--- config.mk ---
export PLATFORM = sky130hd
export DESIGN_NAME = qei_input_conditioner
export DESIGN_NICKNAME = d
export VERILOG_FILES = /design/src/rtl/qei_pkg.sv /design/src/rtl/qei_glitch_filter.sv /design/src/rtl/qei_input_conditioner.sv
export SDC_FILE = /design/constraint.sdc
export NUM_CORES = 1
export LEC_CHECK = 0
export ABC_CLOCK_PERIOD_IN_PS = 1600
export BUFFER_PORTS_ARGS = -buffer_cell sky130_fd_sc_hd__buf_2
export CORE_ASPECT_RATIO = 0.8
export CORE_MARGIN = 2
export CORE_UTILIZATION = 55
export DETAILED_ROUTE_END_ITERATION = 8
export HOLD_SLACK_MARGIN = 0.05
export PLACE_DENSITY_LB_ADDON = 0.15
export SYNTH_ARGS = -nofsm -noshare
export SYNTH_HDL_FRONTEND = slang
export SYNTH_SLANG_ARGS = --single-unit
--- constraint.sdc ---
create_clock -name clk -period 1.6 [get_ports clk]
set_input_delay 0 -clock clk [delete_from_list [all_inputs] [get_ports clk]]
set_output_delay 0 -clock clk [all_outputs]
set_load 0.02 [all_outputs]
--- src/rtl/qei_pkg.sv ---
// Shared constants for the quadrature encoder front end: Gray states, direction codes, FSM states.
package qei_pkg;

  localparam logic [1:0] QS_00 = 2'b00;
  localparam logic [1:0] QS_01 = 2'b01;
  localparam logic [1:0] QS_11 = 2'b11;
  localparam logic [1:0] QS_10 = 2'b10;

  localparam logic DIR_FWD = 1'b1;
  localparam logic DIR_REV = 1'b0;

  typedef logic [0:0] qei_state_t;
  localparam qei_state_t INIT  = 1'b0;
  localparam qei_state_t TRACK = 1'b1;

  // Forward successor in the 00 -> 01 -> 11 -> 10 -> 00 cycle.
  function automatic logic [1:0] fwd_next(input logic [1:0] s);
    case (s)
      QS_00:   fwd_next = QS_01;
      QS_01:   fwd_next = QS_11;
      QS_11:   fwd_next = QS_10;
      default: fwd_next = QS_00;
    endcase
  endfunction

endpackage

--- src/rtl/qei_glitch_filter.sv ---
// One encoder channel: synchroniser chain plus stability counter; load forces filt to the synced value.
// Latency SYNC_STAGES + FILT_LEN cycles pin-to-filt; no backpressure.
module qei_glitch_filter #(
  parameter int SYNC_STAGES = 2,
  parameter int FILT_LEN    = 8
) (
  input  logic clk,
  input  logic reset_n,
  input  logic din,
  input  logic load,
  output logic sync_out,
  output logic filt
);

  logic [SYNC_STAGES-1:0] sync_q;
  logic [7:0]             cnt;

  assign sync_out = sync_q[SYNC_STAGES-1];

  always_ff @(posedge clk) begin
    if (!reset_n) begin
      sync_q <= '0;
      cnt    <= '0;
      filt   <= 1'b0;
    end else begin
      sync_q <= {sync_q[SYNC_STAGES-2:0], din};
      if (load) begin
        filt <= sync_out;
        cnt  <= '0;
      end else if (sync_out == filt) begin
        cnt <= '0;
      end else if (cnt == 8'(FILT_LEN - 1)) begin
        // FILT_LEN consecutive differing samples seen, including this one.
        filt <= ~filt;
        cnt  <= '0;
      end else begin
        cnt <= cnt + 8'd1;
      end
    end
  end

endmodule

--- src/rtl/qei_input_conditioner.sv ---
// Quadrature encoder front end: sync + glitch filter A/B (and Z under QEI_INDEX_EN), Gray decode to step pulses.
// Step pulse 1 cycle after filtered change (SYNC_STAGES + FILT_LEN + 1 from pin); no backpressure.
module qei_input_conditioner
  import qei_pkg::*;
#(
  parameter int SYNC_STAGES = 2,
  parameter int FILT_LEN    = 8,
  parameter int ERR_CNT_W   = 8
) (
  input  logic                 clk,
  input  logic                 reset_n,
  input  logic                 enc_a,
  input  logic                 enc_b,
  input  logic                 enc_z,
  input  logic                 err_clr,
  output logic                 ready,
  output logic                 a_filt,
  output logic                 b_filt,
  output logic                 step_valid,
  output logic                 step_dir,
  output logic                 err_flag,
  output logic [ERR_CNT_W-1:0] err_cnt,
  output logic                 index_pulse
);

  localparam int SETTLE = SYNC_STAGES + FILT_LEN;
  localparam int SW     = $clog2(SETTLE + 1);

  qei_state_t     state;
  logic [SW-1:0]  settle_cnt;
  logic           load;
  logic           a_s, b_s;
  logic [1:0]     prev, cur, delta;

  assign load  = (state == INIT);
  assign ready = (state == TRACK);
  assign cur   = {a_filt, b_filt};
  assign delta = prev ^ cur;

  qei_glitch_filter #(.SYNC_STAGES(SYNC_STAGES), .FILT_LEN(FILT_LEN)) u_filt_a (
    .clk(clk), .reset_n(reset_n), .din(enc_a), .load(load), .sync_out(a_s), .filt(a_filt)
  );

  qei_glitch_filter #(.SYNC_STAGES(SYNC_STAGES), .FILT_LEN(FILT_LEN)) u_filt_b (
    .clk(clk), .reset_n(reset_n), .din(enc_b), .load(load), .sync_out(b_s), .filt(b_filt)
  );

  always_ff @(posedge clk) begin
    if (!reset_n) begin
      state      <= INIT;
      settle_cnt <= '0;
      prev       <= QS_00;
      step_valid <= 1'b0;
      step_dir   <= DIR_REV;
      err_flag   <= 1'b0;
      err_cnt    <= '0;
    end else begin
      step_valid <= 1'b0;
      if (state == INIT) begin
        // Track what the filters load this cycle so the first TRACK compare sees no change.
        prev <= {a_s, b_s};
        if (settle_cnt == SW'(SETTLE - 1)) state <= TRACK;
        else                                settle_cnt <= settle_cnt + 1'b1;
      end else begin
        prev <= cur;
        if (delta == 2'b01 || delta == 2'b10) begin
          step_valid <= 1'b1;
          step_dir   <= (cur == fwd_next(prev)) ? DIR_FWD : DIR_REV;
        end
      end

      if (state == TRACK && delta == 2'b11) begin
        err_flag <= 1'b1;
        if (err_clr)                              err_cnt <= ERR_CNT_W'(1);
        else if (err_cnt != {ERR_CNT_W{1'b1}})    err_cnt <= err_cnt + 1'b1;
      end else if (err_clr) begin
        err_flag <= 1'b0;
        err_cnt  <= '0;
      end
    end
  end

`ifdef QEI_INDEX_EN
  logic z_s, z_filt, z_prev;

  qei_glitch_filter #(.SYNC_STAGES(SYNC_STAGES), .FILT_LEN(FILT_LEN)) u_filt_z (
    .clk(clk), .reset_n(reset_n), .din(enc_z), .load(load), .sync_out(z_s), .filt(z_filt)
  );

  always_ff @(posedge clk) begin
    if (!reset_n) begin
      z_prev      <= 1'b0;
      index_pulse <= 1'b0;
    end else if (state == INIT) begin
      z_prev      <= z_s;
      index_pulse <= 1'b0;
    end else begin
      z_prev      <= z_filt;
      index_pulse <= z_filt & ~z_prev;
    end
  end
`else
  logic unused_z;
  assign unused_z    = enc_z;
  assign index_pulse = 1'b0;
`endif

endmodule

==> metrics.md, run 1 <==
| Metric | Value |
|---|---|
| CTS buffer count | `5` |
| Detailed Place HPWL | `2522 microns` |
| Filler instances | `265` |
| Remaining global-route overflow | `0` |
| Synth-to-layout area growth | `14.25%` |
| CP endpoint kind | `flip-flop` |
| Die area | `3835 sq um` |
| Vias in the first global route | `1473` |
| Clk_lat worst skew | `290 ps` |
| Gate power share | `4.0%` |
| Hold path cells | `1` |
| Placer Congestion | `0.7985` |
| DIE HEIGHT | `55.80 microns` |
| Sw Ratio | `22.00%` |
| DP Cell Count | `253` |
| Layout cells sized above 1 | `17.33%` |
| Initial Utilization | `58.49%` |
| IO Port Bufs | `18` |
| CTS tree | `done` |
| Final ANT Viol Nets | `0` |
| Post-synthesis register bit count | `40` |
| H-tree lvl count | `2` |
| Reg2Reg Setup Slack | `40 ps` |
| Register area share after synthesis | `43.42%` |
| Post-Synth Adder-Cell Area | `4.071%` |
| Post-Synthesis Cells | `199` |
| WP data required | `1800 ps` |
| CTS Sinks | `40` |
| Max Slew Vio Count | `0` |
| Leakage | `0.8102 nW` |
| Status | `finished clean` |
| Avg WL per Cell | `13.74 microns` |
| Routed WL | `3640 microns` |
| Width of the die | `68.74 microns` |
| Synth Area in Compound Gates | `12.55%` |
| Via count | `1531` |
| Worst-path clk slew | `70 ps` |
| Library cells used by synthesis | `39` |
| Initial antenna violation count | `0` |
| Overall power | `1.717 mW` |
| Reg2reg start | `prev[1]` |
| Core area | `3153 sq um` |
| Post-Layout Cell Count | `265` |
| Worst Reg-to-Reg Cells | `5` |
| Xor/xnor share of the synthesized area | `6.174%` |
| Final setup violation count | `0` |
| Clock Path Buffers | `2` |
| Ys Warns | `0` |
| Max-Cap Viols | `0` |
| Achievable Freq | `639.9 MHz` |
| DR vias/cell | `5.777` |
| Flop pwr share | `59.5%` |
| # IOs | `21` |
| Final Hold Viols | `0` |
| CP Max Fanout | `6` |
| Avg Cell Area, Syn | `9.268 sq um` |
| Fin Clk Skew | `4.101 ps` |
| Fin crit share | `97.66%` |
| DR pass1 iterations | `4` |
| Power per cell area | `814.9 nW/um^2` |
| Initial DRC Count | `62` |
| Synth area leader | `dfxtp_1` |
| N_diodes | `0` |
| Sw power | `0.3777 mW` |
| Simple-gate share of the synthesized area | `26.87%` |
| Synth top area share | `43.42%` |
| Worst vdd ir | `0.6367 mV` |
| Largest net degree at the start of global routing | `15` |
| Post-layout minimum cycle time | `1563 ps` |
| RSZ-0062 raised after global routing | `yes` |
| Setup CP Type | `flip-flop to flip-flop` |
| Largest family of logic cells by synthesized area | `simple AND/OR/NAND/NOR gates` |
| Mux cell area share after synthesis | `3.256%` |
| R2R Path End | `err_cnt[7]` |
| DRC | `0` |
| Syn Std Cell Area | `1844 sq um` |
| Async SR Flop Fraction | `0%` |
| Fin nets | `237` |
| CP startpoint kind | `flip-flop` |
| Hold endpoint | `u_filt_a.sync_q[1]` |
| Synth top area cells | `dfxtp_1 43%, xor2_1 4.7%, ha_1 4.1%, or3_1 3.4%, mux2i_1 3.3%` |
| Synth Flop Type | `dfxtp_1` |
| Hold Path Origin | `u_filt_a.sync_q[0]` |
| GRT Total Usage | `21.86%` |
| # rows | `18` |
| EDFF count, synth | `0` |
| Clock power share | `36.5%` |
| Critical path arrival | `1760 ps` |
| First-pass GRT wire length | `6458 microns` |
| Net Count, Synth | `211` |
| Int Power | `1.339 mW` |
| Worst hold path type | `flip-flop to flip-flop` |
| Clock root cell | `clkbuf_8` |
metal layers:
metal  global-route usage, %  share of wire [%]
met5                       0                  0
met4                   6.723               0.88
met3                   7.692                5.3
met2                   33.52                 47
met1                   28.64                 47
cell families (layout without fill, tap and decap cells):
family / after synthesis / count (layout)
compound gates: 34 / 34
mux: 6 / 6
buf+inv: 14 / 40
fa+ha+maj: 6 / 6
other cells: 1 / 1
flops: 40 / 40
xor+xnor: 13 / 13
simple gates: 85 / 85
sequential cells by signal (all words and copies together) (netlist names):
signal           count
u_filt_b.cnt         8
u_filt_a.cnt         8
settle_cnt           4
ready                1
u_filt_a.sync_q      2
prev                 2
u_filt_a.filt        1
step_valid           1
err_cnt              8
step_dir             1
u_filt_b.sync_q      2
u_filt_b.filt        1
err_flag             1
per-stage QoR:
step	TNS (ps)	hold WS [ps]	area, sq um	setup slack, ps	util (%)
floorplan	0	127.3	1847	48.29	-
global placement	0	204.6	1979	144.4	62.78
detailed placement	0	217.6	1979	93.43	62.78
CTS	0	445.6	2097	24.22	66.51
global route	-54.36	461.7	2107	-31.71	66.83
finish	0	449.7	2107	37.36	66.83
power by group through the flow:
stage | logic, mW | registers (mW) | clock network (mW)
finish | 0.0692 | 1.02 | 0.627
global route | 0.0779 | 1.02 | 0.688
CTS | 0.0686 | 1.02 | 0.645
detailed placement | 0.0606 | 1.04 | 0
global placement | 0.0573 | 1.04 | 0
floorplan | 0.0441 | 1.04 | 0
layout by cell type (no fill, tap or decap), types with 8 or more instances in the layout:
cell and n:
dfxtp_1 38, buf_2 18, nand2_1 15, nand3_1 12
xor2_1 10, nor2_1 10, a21oi_1 10, or3_1 10
nor3_1 9, o21ai_0 9, a211oi_1 8
final cells by class:
class                   instances  area [sq um]  share of cell area, %
well taps                      40         50.05                  2.375
inverters                       5         18.77                 0.8907
clock inverters                 1         5.005                 0.2375
clock buffers                   6         72.57                  3.444
multi-input cells             145         982.2                  46.62
flip-flops and latches         40         803.3                  38.12
repair buffers                 28         175.2                  8.314
cells in the mapped netlist (2+ instances only):
| cell | number |
|---|---|
| or3_1 | 10 |
| o21ai_0 | 9 |
| xor2_1 | 10 |
| xnor2_1 | 3 |
| clkbuf_1 | 2 |
| dfxtp_1 | 40 |
| nor3b_1 | 3 |
| and2_1 | 4 |
| nand3_1 | 12 |
| and3_1 | 2 |
| mux2i_1 | 6 |
| a31oi_1 | 2 |
| a21oi_1 | 10 |
| nand2_1 | 15 |
| inv_1 | 4 |
| nor3_1 | 9 |
| buf_2 | 6 |
| a211oi_1 | 8 |
| and4_1 | 5 |
| a41oi_1 | 2 |
| ha_1 | 6 |
| nor2_1 | 10 |
| nand4_1 | 5 |
timing repair:
item,in CTS,in global routing
resized for setup,0,1
hold buffers,4,0
hold endpoints to repair,5,0
buffers inserted,0,1
endpoints found under the setup margin,0,6
how the worst max path moves through the flow:
stage / to / start / slack (ps) / depth (start not counted)
2_1_floorplan: err_cnt[0] / u_filt_b.filt / 50 / 6
6_report: err_cnt[7] / prev[1] / 40 / 5
3_5_place_dp: err_cnt[7] / prev[1] / 90 / 5
4_1_cts: err_cnt[7] / prev[0] / 20 / 5
5_1_grt: err_cnt[0] / prev[0] / -30 / 5
3_3_place_gp: err_cnt[0] / prev[0] / 140 / 5
worst max-delay path: stages (launching register included):
cell      delay [ps]
dfxtp_1          360
xor2_1           200
ha_2             260
and3_1           250
a41oi_1          150
a211oi_1         240
No activity file was read; power rests on OpenSTA's default activity.
==> run 2, diff against run 1 <==
--- a/config.mk
+++ b/config.mk
@@ -12,7 +12,8 @@
 export CORE_UTILIZATION = 55
 export DETAILED_ROUTE_END_ITERATION = 8
 export HOLD_SLACK_MARGIN = 0.05
-export PLACE_DENSITY_LB_ADDON = 0.15
+export PLACE_DENSITY = 0.82
+export RECOVER_POWER = 25
 export SYNTH_ARGS = -nofsm -noshare
 export SYNTH_HDL_FRONTEND = slang
 export SYNTH_SLANG_ARGS = --single-unit
==> metrics.md, run 2 (same netlist as run 1, synthesis figures left out) <==
| Metric | Value |
|---|---|
| CP startpoint kind | `flip-flop (unchanged)` |
| Vias in the first global route | `1336 (was 1473)` |
| Setup CP Type | `flip-flop to flip-flop (unchanged)` |
| Clock Path Buffers | `2 (unchanged)` |
| Storage cell area | `803.3 sq um (unchanged)` |
| Layout cells sized above 1 | `14.04% (was 17.33%)` |
| Fin Clk Skew | `2.425 ps (was 4.101 ps)` |
| Worst-path clk slew | `70 ps (about the same)` |
| N_diodes | `0 (unchanged)` |
| Post-layout minimum cycle time | `1509 ps (was 1563 ps)` |
| Core area | `3153 sq um (unchanged)` |
| Clk_lat worst skew | `290 ps (about the same)` |
| Worst hold slack | `442.2 ps (was 449.7 ps)` |
| CP Max Fanout | `3 (was 6)` |
| WP data required | `1820 ps (was 1800 ps)` |
| Crit path max-delay cell type | `or3_1 (was dfxtp_1)` |
| RSZ-0062 raised after global routing | `no (was yes)` |
| Worst vdd ir | `0.5929 mV (was 0.6367 mV)` |
| CTS Sinks | `40 (unchanged)` |
| Via count | `1537 (was 1531)` |
| Width of the die | `68.74 microns (unchanged)` |
| Largest net degree at the start of global routing | `15 (unchanged)` |
| Final ANT Viol Nets | `0 (unchanged)` |
| First-pass GRT wire length | `5782 microns (was 6458 microns)` |
| DR vias/cell | `5.735 (was 5.777)` |
| Commonest non-fill, non-tap cell in the layout | `dfxtp_1 (unchanged)` |
| Rel. slew slack | `66.60%` |
| CP peak stage delay | `410 ps (was 360 ps)` |
| Routed WL | `3523 microns (was 3640 microns)` |
| Final setup violation count | `0 (unchanged)` |
| Remaining global-route overflow | `0 (unchanged)` |
| Final core occ | `67.42% (was 66.83%)` |
| H-tree lvl count | `2 (unchanged)` |
| CTS buffer count | `5 (unchanged)` |
| Biggest regs | `err_cnt: 8 flops, u_filt_a.cnt: 8 flops, u_filt_b.cnt: 8 flops (unchanged)` |
| Most frequent cells in the layout | `38 x dfxtp_1, 15 x nand2_1, 12 x nand3_1, 12 x clkbuf_1 (was 38 x dfxtp_1, 18 x buf_2, 15 x nand2_1)` |
| Synth-to-layout area growth | `15.26% (was 14.25%)` |
| Area of the multi-input gates | `985.9 sq um (was 982.2 sq um)` |
| Final Hold Viols | `0 (unchanged)` |
| Post-Layout Cell Count | `268 (was 265)` |
| Critical path arrival | `1730 ps (was 1760 ps)` |
| Max Slew Vio Count | `0 (unchanged)` |
| Max-Cap Viols | `0 (unchanged)` |
| GRT Total Usage | `19.74% (was 21.86%)` |
| Initial Utilization | `58.49% (unchanged)` |
| Worst Tran Pin Value | `501.0 ps` |
| Critical Path, Cell by Cell | `xor2_1 -> ha_2 -> nand2_1 -> or3_1 -> a21oi_2 (was xor2_1 -> ha_2 -> and3_1 -> a41oi_1 -> a211oi_1)` |
| TNS Setup | `0 ps (unchanged)` |
| DP Cell Count | `256 (was 253)` |
| Worst Path Buf+Inv | `0 (unchanged)` |
| Detailed Place HPWL | `2416 microns (was 2522 microns)` |
| Placer Congestion | `0.8609 (was 0.7985)` |
| Filler instances | `277 (was 265)` |
| DIE HEIGHT | `55.80 microns (unchanged)` |
| Overall power | `1.772 mW (was 1.717 mW)` |
| # IOs | `21 (unchanged)` |
| Status | `finished clean (unchanged)` |
| CP delay by family, top | `simple AND/OR/NAND/NOR gates (was compound AO/OA/AOI/OAI gates)` |
| Worst hold path type | `flip-flop to flip-flop (unchanged)` |
| Avg WL per Cell | `13.15 microns (was 13.74 microns)` |
| DRC | `0 (unchanged)` |
| DR pass1 iterations | `5 (was 4)` |
| Fin nets | `239 (was 237)` |
| Leakage | `0.7818 nW (was 0.8102 nW)` |
| # rows | `18 (unchanged)` |
| Initial DRC Count | `153 (was 62)` |
| Die area | `3835 sq um (unchanged)` |
| Clock root cell | `clkbuf_8 (unchanged)` |
| IO Port Bufs | `18 (unchanged)` |
| Power per cell area | `833.7 nW/um^2 (was 814.9 nW/um^2)` |
| Initial antenna violation count | `0 (unchanged)` |
| Fin crit share | `94.31% (was 97.66%)` |
| CP endpoint kind | `flip-flop (unchanged)` |
| Achievable Freq | `662.7 MHz (was 639.9 MHz)` |
| CTS tree | `done (unchanged)` |
## run 2: final timing paths
path                 startpoint            endpoint  slack (ps)  cells after the start
max reg2reg             prev[0]            step_dir          90                      5
min          u_filt_b.sync_q[0]  u_filt_b.sync_q[1]         440                      1
max                     prev[0]            step_dir          90                      5
min reg2reg  u_filt_b.sync_q[0]  u_filt_b.sync_q[1]         440                      1
## run 2: final cells by class
class,instances,area share (%)
repair buffers,30,8.358
well taps,40,2.354
inverters,5,0.8829
flip-flops and latches,40,37.79
clock buffers,8,4.238
multi-input cells,145,46.38
## run 2: metal layers
metal	global-route usage, %	share of wire [%]	vias up
met4	7.563	1.4	0
li1	-	-	776
met1	27.42	49	720
met5	0	0	-
met2	28.85	46	34
met3	5.466	4.1	7
## run 2: metrics by stage
step / setup slack [ps] / cell area [sq um]
6_report: 90.97 / 2126
5_1_grt: 4.123 / 2126
2_1_floorplan: 48.29 / 1847
3_5_place_dp: 121.4 / 2002
4_1_cts: 58.84 / 2132
3_3_place_gp: 130.0 / 2002
## run 2: report_power, final
group | switching, mW | internal [mW]
registers | 0.0110 | 1.01
clock network | 0.330 | 0.352
logic | 0.0374 | 0.0326
## run 2: timing repair
item | 4_1_cts | 5_1_grt
setup endpoints to repair | 0 | 2
hold buffers | 4 | 0
gates resized for setup | 0 | 2
setup buffers | 0 | 0
endpoints found under the hold margin | 5 | 0
==> run 3, diff against run 2 <==
--- a/config.mk
+++ b/config.mk
@@ -8,12 +8,13 @@
 export ABC_CLOCK_PERIOD_IN_PS = 1600
 export BUFFER_PORTS_ARGS = -buffer_cell sky130_fd_sc_hd__buf_2
 export CORE_ASPECT_RATIO = 0.8
-export CORE_MARGIN = 2
+export CORE_MARGIN = 3
 export CORE_UTILIZATION = 55
 export DETAILED_ROUTE_END_ITERATION = 8
 export HOLD_SLACK_MARGIN = 0.05
-export PLACE_DENSITY = 0.82
+export PLACE_DENSITY = 0.79
 export RECOVER_POWER = 25
+export SKIP_CTS_REPAIR_TIMING = 1
 export SYNTH_ARGS = -nofsm -noshare
 export SYNTH_HDL_FRONTEND = slang
 export SYNTH_SLANG_ARGS = --single-unit
==> metrics.md, run 3 (same netlist as run 1, synthesis figures left out) <==
| Metric | Value |
|---|---|
| Clk_lat worst skew | `280 ps (was 290 ps)` |
| Hold Path Origin | `err_clr (was u_filt_b.sync_q[0])` |
| # rows | `18 (unchanged)` |
| R2R Path End | `err_cnt[0] (was step_dir)` |
| Leakage | `0.7610 nW (was 0.7818 nW)` |
| Filler instances | `266 (was 277)` |
| Cell area after layout | `2081 sq um (was 2126 sq um)` |
| Worst Tran Pin Value | `509.6 ps (was 501.0 ps)` |
| Die area | `4088 sq um (was 3835 sq um)` |
| Biggest regs | `err_cnt: 8 flops, u_filt_a.cnt: 8 flops, u_filt_b.cnt: 8 flops (unchanged)` |
| IO Port Bufs | `18 (unchanged)` |
| Overall power | `1.766 mW (was 1.772 mW)` |
| Worst-path clk slew | `70 ps (about the same)` |
| Clock root cell | `clkbuf_8 (unchanged)` |
| Initial antenna violation count | `0 (unchanged)` |
| Hold path cells | `4 (was 1)` |
| First-pass GRT wire length | `6375 microns (was 5782 microns)` |
| CTS Sinks | `40 (unchanged)` |
| Worst Reg-to-Reg Cells | `5 (unchanged)` |
| Vias in the first global route | `1457 (was 1336)` |
| H-tree lvl count | `2 (unchanged)` |
| Via count | `1543 (was 1537)` |
| Fin crit share | `95.84% (was 94.31%)` |
| Fin nets | `234 (was 239)` |
| CP endpoint kind | `flip-flop (unchanged)` |
| Worst hold slack | `10.98 ps (was 442.2 ps)` |
| DRC | `0 (unchanged)` |
| DIE HEIGHT | `57.80 microns (was 55.80 microns)` |
| Reg2Reg Setup Slack | `70 ps (was 90 ps)` |
| Final Hold Viols | `0 (unchanged)` |
| Status | `finished clean (unchanged)` |
| Reg2reg start | `prev[1] (was prev[0])` |
| Synth-to-layout area growth | `12.82% (was 15.26%)` |
| Core area | `3153 sq um (unchanged)` |
| Max Slew Vio Count | `0 (unchanged)` |
| DP Cell Count | `253 (was 256)` |
| Setup CP Type | `flip-flop to flip-flop (unchanged)` |
| WP data required | `1780 ps (was 1820 ps)` |
| Fin Clk Skew | `5.800 ps (was 2.425 ps)` |
| DR vias/cell | `5.867 (was 5.735)` |
| Final ANT Viol Nets | `0 (unchanged)` |
| Max-Cap Viols | `0 (unchanged)` |
| Width of the die | `70.74 microns (was 68.74 microns)` |
| CTS buffer count | `5 (unchanged)` |
| Rel. slew slack | `65.98% (was 66.60%)` |
| DR pass1 iterations | `4 (was 5)` |
| Layout cells sized above 1 | `13.00% (was 14.04%)` |
| Largest net degree at the start of global routing | `15 (unchanged)` |
| GRT Total Usage | `19.48% (was 19.74%)` |
| Initial DRC Count | `91 (was 153)` |
| Remaining global-route overflow | `0 (unchanged)` |
| N_diodes | `0 (unchanged)` |
| Achievable Freq | `652.1 MHz (was 662.7 MHz)` |
| Worst vdd ir | `0.5821 mV (was 0.5929 mV)` |
| Hold endpoint | `err_cnt[1] (was u_filt_b.sync_q[1])` |
| Post-layout minimum cycle time | `1533 ps (was 1509 ps)` |
| Most frequent cells in the layout | `38 x dfxtp_1, 15 x nand2_1, 12 x nand3_1 (was 38 x dfxtp_1, 15 x nand2_1, 12 x nand3_1, 12 x clkbuf_1)` |
| Avg WL per Cell | `14.51 microns (was 13.15 microns)` |
| CP startpoint kind | `flip-flop (unchanged)` |
| Detailed Place HPWL | `2734 microns (was 2416 microns)` |
| Worst hold path type | `primary input to flip-flop (was flip-flop to flip-flop)` |
| Clock Path Buffers | `2 (unchanged)` |
| Final setup violation count | `0 (unchanged)` |
| Placer Congestion | `0.9462 (was 0.8609)` |
| CP Max Fanout | `6 (was 3)` |
| Critical path arrival | `1720 ps (was 1730 ps)` |
| Routed WL | `3815 microns (was 3523 microns)` |
| # IOs | `21 (unchanged)` |
| CTS tree | `done (unchanged)` |
| Commonest non-fill, non-tap cell in the layout | `dfxtp_1 (unchanged)` |
| Cell Area, Placed | `1979 sq um (was 2002 sq um)` |
| Final core occ | `65.99% (was 67.42%)` |
| Power per cell area | `848.7 nW/um^2 (was 833.7 nW/um^2)` |
| Post-Layout Cell Count | `263 (was 268)` |
| Initial Utilization | `58.49% (unchanged)` |
run 3: changes by cell type in the layout (fill, tap and decap cells not counted):
cell / before / now
clkbuf_1: 12 / 11
and2_1: 2 / 3
buf_2: 8 / 9
buf_4: 8 / 5
dlygate4sd3_1: 4 / 2
a21oi_1: 9 / 10
and2_0: 2 / 1
a21oi_2: 1 / 0
run 3: report_power, final:
group          leakage, nW  internal, mW  switching (mW)
Clock               0.0455         0.352           0.325
Combinational        0.391        0.0302          0.0372
Sequential           0.325          1.01          0.0120
run 3: critical path, cell delays in order, from the launching register on:
cell and delay, ps:
dfxtp_1 370, xor2_1 210, ha_2 270, nand2_1 140, mux2i_1 160, o31a_1 280
run 3: worst max-delay path by stage:
| stage | slack [ps] | endpoint | from |
|---|---|---|---|
| after floorplan | 50 | err_cnt[0] | u_filt_b.filt |
| after global placement | 140 | err_cnt[0] | prev[0] |
| after detailed placement | 80 | err_cnt[0] | prev[1] |
| after CTS | 40 | err_cnt[0] | prev[1] |
| after global routing | -20 | err_cnt[0] | prev[1] |
| final | 70 | err_cnt[0] | prev[1] |
run 3: routing by layer:
metal	up-vias	track usage, %	wire, microns
met3	8	4.853	124
met1	732	24.59	1833
met4	0	7.775	55
met2	35	32.23	1801
met5	-	0	0
li1	768	-	-
run 3: cell type report:
| type | instances | area (sq um) | area share, % |
|---|---|---|---|
| Clock buffer | 8 | 90.09 | 4.330 |
| Inverter | 5 | 18.77 | 0.9020 |
| Multi-Input combinational cell | 145 | 982.2 | 47.20 |
| Sequential cell | 40 | 803.3 | 38.60 |
| Tap cell | 40 | 50.05 | 2.405 |
| Timing Repair Buffer | 25 | 136.4 | 6.554 |
run 3: metrics by stage:
stage                     setup WS [ps]  setup TNS (ps)
after detailed placement          80.70               0
after CTS                         39.90               0
final                             66.54               0
after floorplan                   48.29               0
after global placement            142.6               0
after global routing             -19.72          -38.19
